===== src/rtl/hdmi_cfg_pkg.sv =====
// rtl/hdmi_cfg_pkg.sv - shared types and constants for the ADV7513 config sequencer
package hdmi_cfg_pkg;

  typedef enum logic [2:0] {
    ST_IDLE,
    ST_WAIT,
    ST_FETCH,
    ST_ISSUE,
    ST_NEXT,
    ST_DONE,
    ST_ERROR
  } cfg_state_t;

  localparam logic [7:0] ADV7513_ADDR      = 8'h72;
  localparam int         DEFAULT_TABLE_LEN = 20;

  // Table word layout: {slave addr, register, data}
  function automatic logic [7:0] tw_addr(input logic [23:0] w);
    return w[23:16];
  endfunction

  function automatic logic [7:0] tw_reg(input logic [23:0] w);
    return w[15:8];
  endfunction

  function automatic logic [7:0] tw_data(input logic [23:0] w);
    return w[7:0];
  endfunction

endpackage


===== src/rtl/hdmi_hpd_debounce.sv =====
// rtl/hdmi_hpd_debounce.sv - HPD synchroniser and debouncer with single-cycle rise/fall events
module hdmi_hpd_debounce #(
  parameter int DEBOUNCE_CYCLES = 65536
) (
  input  logic i_clk,
  input  logic i_rst_n,
  input  logic i_hpd,
  output logic o_rise,
  output logic o_fall
);

  localparam int CNT_W = $clog2(DEBOUNCE_CYCLES + 1);

  logic             r_sync1;
  logic             r_sync2;
  logic             r_level;
  logic             r_rise;
  logic             r_fall;
  logic [CNT_W-1:0] r_cnt;

  always_ff @(posedge i_clk or negedge i_rst_n) begin
    if (!i_rst_n) begin
      r_sync1 <= 1'b0;
      r_sync2 <= 1'b0;
      r_level <= 1'b0;
      r_rise  <= 1'b0;
      r_fall  <= 1'b0;
      r_cnt   <= '0;
    end else begin
      r_sync1 <= i_hpd;
      r_sync2 <= r_sync1;
      r_rise  <= 1'b0;
      r_fall  <= 1'b0;
      // Any sample matching the current level restarts the stability count
      if (r_sync2 == r_level) begin
        r_cnt <= '0;
      end else if (r_cnt == CNT_W'(DEBOUNCE_CYCLES - 1)) begin
        r_cnt   <= '0;
        r_level <= r_sync2;
        r_rise  <= r_sync2;
        r_fall  <= ~r_sync2;
      end else begin
        r_cnt <= r_cnt + 1'b1;
      end
    end
  end

  assign o_rise = r_rise;
  assign o_fall = r_fall;

endmodule


===== src/rtl/hdmi_cfg_sequencer.sv =====
// rtl/hdmi_cfg_sequencer.sv - walks the ADV7513 init table and issues each word as an I2C write
module hdmi_cfg_sequencer
  import hdmi_cfg_pkg::*;
#(
  parameter int TABLE_LEN       = DEFAULT_TABLE_LEN,
  parameter int POWERUP_CYCLES  = 1000000,
  parameter int DEBOUNCE_CYCLES = 65536,
  parameter int MAX_RETRIES     = 3
) (
  input  logic        i_clk,
  input  logic        i_rst_n,
  input  logic        i_start,
  input  logic        i_hpd,
  output logic [5:0]  o_table_index,
  input  logic [23:0] i_table_data,
  output logic        o_i2c_req,
  output logic [23:0] o_i2c_data,
  input  logic        i_i2c_done,
  input  logic        i_i2c_ack_err,
  output logic        o_busy,
  output logic        o_config_done,
  output logic        o_config_error
);

  localparam int WAIT_W = $clog2(POWERUP_CYCLES + 1);
  localparam int RTY_W  = $clog2(MAX_RETRIES + 2);

  cfg_state_t        r_state;
  logic [5:0]        r_table_index;
  logic              r_i2c_req;
  logic [23:0]       r_i2c_data;
  logic              r_busy;
  logic              r_done;
  logic              r_error;
  logic [RTY_W-1:0]  r_retries;
  logic [WAIT_W-1:0] r_wait_cnt;
  logic              r_fetch_cnt;
  logic              r_pend;
  logic              r_pend_idle;

  logic w_hpd_rise;
  logic w_hpd_fall;
  logic w_rise;
  logic w_fall;
  logic w_evt;
  logic w_pend_any;
  logic w_pend_idle;

  hdmi_hpd_debounce #(
    .DEBOUNCE_CYCLES(DEBOUNCE_CYCLES)
  ) u_hpd_debounce (
    .i_clk  (i_clk),
    .i_rst_n(i_rst_n),
    .i_hpd  (i_hpd),
    .o_rise (w_hpd_rise),
    .o_fall (w_hpd_fall)
  );

  assign w_rise      = i_start | w_hpd_rise;
  assign w_fall      = w_hpd_fall;
  assign w_evt       = w_rise | w_fall;
  // An event in the current cycle is newer than anything already latched
  assign w_pend_any  = w_evt | r_pend;
  assign w_pend_idle = w_evt ? w_fall : r_pend_idle;

  always_ff @(posedge i_clk or negedge i_rst_n) begin
    if (!i_rst_n) begin
      r_state       <= ST_IDLE;
      r_table_index <= '0;
      r_i2c_req     <= 1'b0;
      r_i2c_data    <= '0;
      r_busy        <= 1'b0;
      r_done        <= 1'b0;
      r_error       <= 1'b0;
      r_retries     <= '0;
      r_wait_cnt    <= '0;
      r_fetch_cnt   <= 1'b0;
      r_pend        <= 1'b0;
      r_pend_idle   <= 1'b0;
    end else begin
      case (r_state)
        ST_IDLE: begin
          if (w_rise) begin
            r_state    <= ST_WAIT;
            r_busy     <= 1'b1;
            r_wait_cnt <= '0;
            r_retries  <= '0;
            r_done     <= 1'b0;
            r_error    <= 1'b0;
          end
        end
        ST_WAIT: begin
          if (w_fall) begin
            r_state   <= ST_IDLE;
            r_busy    <= 1'b0;
            r_retries <= '0;
          end else if (w_rise) begin
            r_wait_cnt <= '0;
          end else if (r_wait_cnt == WAIT_W'(POWERUP_CYCLES - 1)) begin
            r_table_index <= '0;
            r_fetch_cnt   <= 1'b0;
            r_state       <= ST_FETCH;
          end else begin
            r_wait_cnt <= r_wait_cnt + 1'b1;
          end
        end
        ST_FETCH: begin
          if (w_fall) begin
            r_state   <= ST_IDLE;
            r_busy    <= 1'b0;
            r_retries <= '0;
          end else if (w_rise) begin
            r_state    <= ST_WAIT;
            r_wait_cnt <= '0;
            r_retries  <= '0;
          end else if (r_fetch_cnt) begin
            r_i2c_data <= i_table_data;
            r_i2c_req  <= 1'b1;
            r_state    <= ST_ISSUE;
          end else begin
            r_fetch_cnt <= 1'b1;
          end
        end
        ST_ISSUE: begin
          if (r_i2c_req && !i_i2c_done) begin
            // Transaction in flight: never abort the I2C master, remember the event
            if (w_evt) begin
              r_pend      <= 1'b1;
              r_pend_idle <= w_fall;
            end
          end else if (w_pend_any) begin
            r_i2c_req   <= 1'b0;
            r_pend      <= 1'b0;
            r_pend_idle <= 1'b0;
            r_retries   <= '0;
            if (w_pend_idle) begin
              r_state <= ST_IDLE;
              r_busy  <= 1'b0;
            end else begin
              r_state    <= ST_WAIT;
              r_wait_cnt <= '0;
            end
          end else if (!r_i2c_req) begin
            r_i2c_req <= 1'b1;
          end else begin
            r_i2c_req <= 1'b0;
            if (!i_i2c_ack_err) begin
              r_state <= ST_NEXT;
            end else if (r_retries == RTY_W'(MAX_RETRIES)) begin
              r_state <= ST_ERROR;
              r_error <= 1'b1;
              r_busy  <= 1'b0;
            end else begin
              r_retries <= r_retries + 1'b1;
            end
          end
        end
        ST_NEXT: begin
          r_retries <= '0;
          if (w_fall) begin
            r_state <= ST_IDLE;
            r_busy  <= 1'b0;
          end else if (w_rise) begin
            r_state    <= ST_WAIT;
            r_wait_cnt <= '0;
          end else if (r_table_index == 6'(TABLE_LEN - 1)) begin
            r_state <= ST_DONE;
            r_done  <= 1'b1;
            r_busy  <= 1'b0;
          end else begin
            r_table_index <= r_table_index + 6'd1;
            r_fetch_cnt   <= 1'b0;
            r_state       <= ST_FETCH;
          end
        end
        ST_DONE: begin
          if (w_fall) begin
            r_state <= ST_IDLE;
            r_done  <= 1'b0;
          end else if (w_rise) begin
            r_state    <= ST_WAIT;
            r_busy     <= 1'b1;
            r_wait_cnt <= '0;
            r_retries  <= '0;
            r_done     <= 1'b0;
          end
        end
        ST_ERROR: begin
          if (w_rise) begin
            r_state    <= ST_WAIT;
            r_busy     <= 1'b1;
            r_wait_cnt <= '0;
            r_retries  <= '0;
            r_error    <= 1'b0;
          end
        end
        default: r_state <= ST_IDLE;
      endcase
    end
  end

  assign o_table_index  = r_table_index;
  assign o_i2c_req      = r_i2c_req;
  assign o_i2c_data     = r_i2c_data;
  assign o_busy         = r_busy;
  assign o_config_done  = r_done;
  assign o_config_error = r_error;

endmodule

===== config.mk =====
export PLATFORM = sky130hd
export DESIGN_NAME = hdmi_cfg_sequencer
export DESIGN_NICKNAME = d
export VERILOG_FILES = /design/src/rtl/hdmi_cfg_pkg.sv /design/src/rtl/hdmi_hpd_debounce.sv /design/src/rtl/hdmi_cfg_sequencer.sv
export SDC_FILE = /design/constraint.sdc
export NUM_CORES = 1
export LEC_CHECK = 0
export BUFFER_PORTS_ARGS = -buffer_cell sky130_fd_sc_hd__clkbuf_2
export CORE_MARGIN = 2
export CORE_UTILIZATION = 60
export DETAILED_ROUTE_END_ITERATION = 10
export PLACE_DENSITY = 0.82
export SYNTH_ARGS = -nofsm -noshare
export SYNTH_HDL_FRONTEND = slang
export SYNTH_SLANG_ARGS = --single-unit

===== constraint.sdc =====
create_clock -name i_clk -period 3.9 [get_ports i_clk]
set_clock_uncertainty 0.05 [all_clocks]
set_input_delay 0.195 -clock i_clk [delete_from_list [all_inputs] [get_ports i_clk]]
set_output_delay 0.195 -clock i_clk [all_outputs]
set_load 0.02 [all_outputs]

==> results by group <==
Cells and area
  • Antenna cells: 0
  • Net total in the final layout: approximately 530
  • Fillers: 557
  • Final Instance Area: 0.00500 mm2
  • Share of layout cells above drive strength 1: 0.227
  • Area added between synthesis and finish: 15.0%
  • Layout Utilization: 0.700

Drt
  • Vias/cell: 6.00
  • Total number of vias: 3612
  • 1st-iter DRT viols: 240
  • Drt wl/cell: 15.6 um
  • DRC viols: 0
  • DRT Pass-1 Iters: 5
  • Detail Route Antenna Nets: 0
  • Final wirelength: 9400 um

Power
  • Total leakage power: 0.00220 uW
  • Power per cell area: 557 mW/mm2
  • Peak VDD IR: 0.437 mV
  • Total power draw: roughly 2800 uW

Place
  • I/O Buffers: 63
  • Hpwl dp: 6510 um
  • Area after DPL: 0.00473 mm2
  • Gp weighted congestion: roughly 0.91

Worst setup path
  • Startpoint Class: register
  • Reg-to-reg startpoint: r_wait_cnt[13]$_DFFE_PN0P_
  • Crit. Startpoint: r_wait_cnt[13]$_DFFE_PN0P_
  • Worst EP required: 4140 ps
  • Worst Setup End Kind: register
  • CP Class: register to register
  • CP arrival: 3200 ps
  • Crit Path Max Fanout: 19

CTS
  • Clock-pin slew on the worst setup and hold paths: 100 ps
  • Clock Latency Late Sink: 360 ps
  • H-tree depth: 3
  • CTS Buf Count: 9
  • Resize count post-CTS: 0
  • CTS Root Cell: clkbuf_8
  • CTS tree: yes
  • CTS max path bufs: 2
  • CTS sink count: 85

STA
  • Setup TNS: 0 ps
  • Fin. Hold Viols: 0
  • Period utilization: 0.760
  • Fin. max-slew vios: 0
  • Max Freq: 0.337 GHz
  • Max_slew headroom: 0.308
  • RSZ-0062 raised after global routing: false
  • Setup violators final: 0
  • Minimum clock period after layout: 2960 ps
  • Worst-margin pin slew: 1040 ps

Floorplanning
  • Die X: 89.1 um
  • I/O pin cnt: 64
  • Die H: between 80 and 90 um
  • Die area: 0.00794 mm2
  • Number of placement rows: 31
  • Initial Utilization: 0.609
  • Core Area: 0.00714 mm2

Run
  • Max-cap viol count: 0

Synthesis
  • Library cells used by synthesis: 56
  • Area contributors post-synth: dfrtp_1 (49%), mux2_2 (7.3%), a31oi_1 (3.9%), nor2_1 (2.9%), nand2_1 (2.5%)
  • Syn avg cell area: roughly 10 um2
  • Netlist Area Pre-Place: about 0.0043 mm2
  • Top post-synthesis cells by count: dfrtp_1 (85), nor2_1 (34), nand2_1 (29)
  • Top cell type by total area after synthesis: dfrtp_1
  • Cells after Synth: 433
  • Syn Nets: between 400 and 500
  • Synth Flop Type: dfrtp_1
  • Yosys top cell area share: 0.489
  • Most common cell in the synthesized netlist: dfrtp_1
  • Part of the Yosys area used for sequential elements: 0.489
  • #FFs+latches synth: 85
  • YS warnings: 0
  • Asr flop ratio synth: 1.00
  • Number of flops mapped to enable cells by yosys: 0

Run status
  • Status: finished, final reports clean

GRT
  • Vias in the first global route: 3319
  • Grt total ovfl: 0
  • First-pass GRT wire length: 15300 um
  • Gr usage total: 0.247
  • Initial antenna violation count: 0
  • Pin count of the biggest net entering global routing: between 80 and 90

Min path
  • Hold Crit Class: primary input to register
  • HP Start: i_table_data[1]
-- timing repair --
| action | 4_1_cts | 5_1_grt |
|---|---|---|
| hold buffers | 7 | 1 |
| hold endpoints to repair | 7 | 1 |
| buffers inserted | 0 | 0 |
-- layout by cell type (no fill, tap or decap), drive strengths merged, types with 3 or more instances in the layout --
cell	netlist	routed
and3	9	9
a31oi	27	27
o22ai	3	3
xor2	8	8
mux2	28	28
a211oi	4	4
o21a	5	5
or4	3	3
buf	4	5
a21oi	14	14
nor2	34	34
o311ai	4	4
xnor2	7	7
ha	5	5
nor2b	5	5
or3	8	8
nand2b	10	10
nor4	5	5
nand2	29	29
inv	15	20
and4	4	4
o21ai	18	18
nor4b	3	3
nor3	10	10
dfrtp	85	85
a41oi	6	6
nand4	11	11
dlygate4sd3	0	8
clkbuf	17	71
mux2i	3	3
nand3	19	19
-- cell type report --
| cell class | count | area [um2] | share of cell area |
|---|---|---|---|
| timing repair buffer | 75 | 428 | 0.0856 |
| inverter | 15 | 56.3 | 0.0113 |
| multi-input combinational | 312 | 2070 | 0.415 |
| sequential | 85 | 2130 | 0.426 |
| tap | 99 | 124 | 0.0248 |
| clock buffer | 9 | 124 | 0.0248 |
| clock inverter | 7 | 63.8 | 0.0128 |
-- power breakdown --
group	leakage [uW]	internal (uW)	switching, uW	total (uW)
clock network	0.0000907	247	362	609
logic	0.000989	369	580	949
registers	0.00112	1060	166	1230
-- critical path: stages (launching register included) --
cell     delay (ps)
dfrtp_1         420
or4b_1          560
or4_4           440
or4_1           840
a21oi_4         370
mux2i_1         210
-- routing by layer --
metal | up-vias | global-route usage | share of wire
met3 | 14 | 0.0683 | 0.067
met2 | 123 | 0.375 | 0.47
met4 | 0 | 0.0828 | 0.013
li1 | 1750 | - | -
met5 | - | 0 | 0
met1 | 1725 | 0.344 | 0.45
-- stage by stage --
stage	cells	hold WS, ps	setup WS (ps)
final	602	12.6	937
after global routing	602	1.76	767
after CTS	601	0.652	940
after detailed placement	578	267	954
after global placement	578	268	1000
after floorplan	433	-151	1380
-- cells by family (layout without fill, tap and decap cells) --
family	after synthesis	count (layout)	synth area share
AO/OA/AOI/OAI	100	100	0.155
adder cells (fa/ha/maj)	5	5	0.0144
flip-flops	85	85	0.489
XOR/XNOR	15	15	0.0302
multiplexers	31	31	0.0794
buffers and inverters	36	106	0.0334
AND/OR/NAND/NOR	161	161	0.198
-- state kept, by name, indices dropped and copies added, names as in the netlist, 3 cells and up --
| register | count |
|---|---|
| o_i2c_data | 24 |
| r_wait_cnt | 20 |
| u_hpd_debounce.r_cnt | 17 |
| o_table_index | 6 |
| r_retries | 3 |
| r_state | 3 |
-- final timing paths --
path / to / slack (ps) / cells after the start
max: o_table_index[1]$_DFFE_PN0P_ / 940 / 5
min: o_i2c_data[1]$_DFFE_PN0P_ / 10 / 2
max reg2reg: o_table_index[1]$_DFFE_PN0P_ / 940 / 5
min reg2reg: u_hpd_debounce.r_sync2$_DFF_PN0_ / 310 / 0
max in group asynchronous: o_i2c_data[12]$_DFFE_PN0P_ / 2630 / 2
min in group asynchronous: o_config_error$_DFFE_PN0P_ / 500 / 2
No activity file was read; power rests on OpenSTA's default activity.
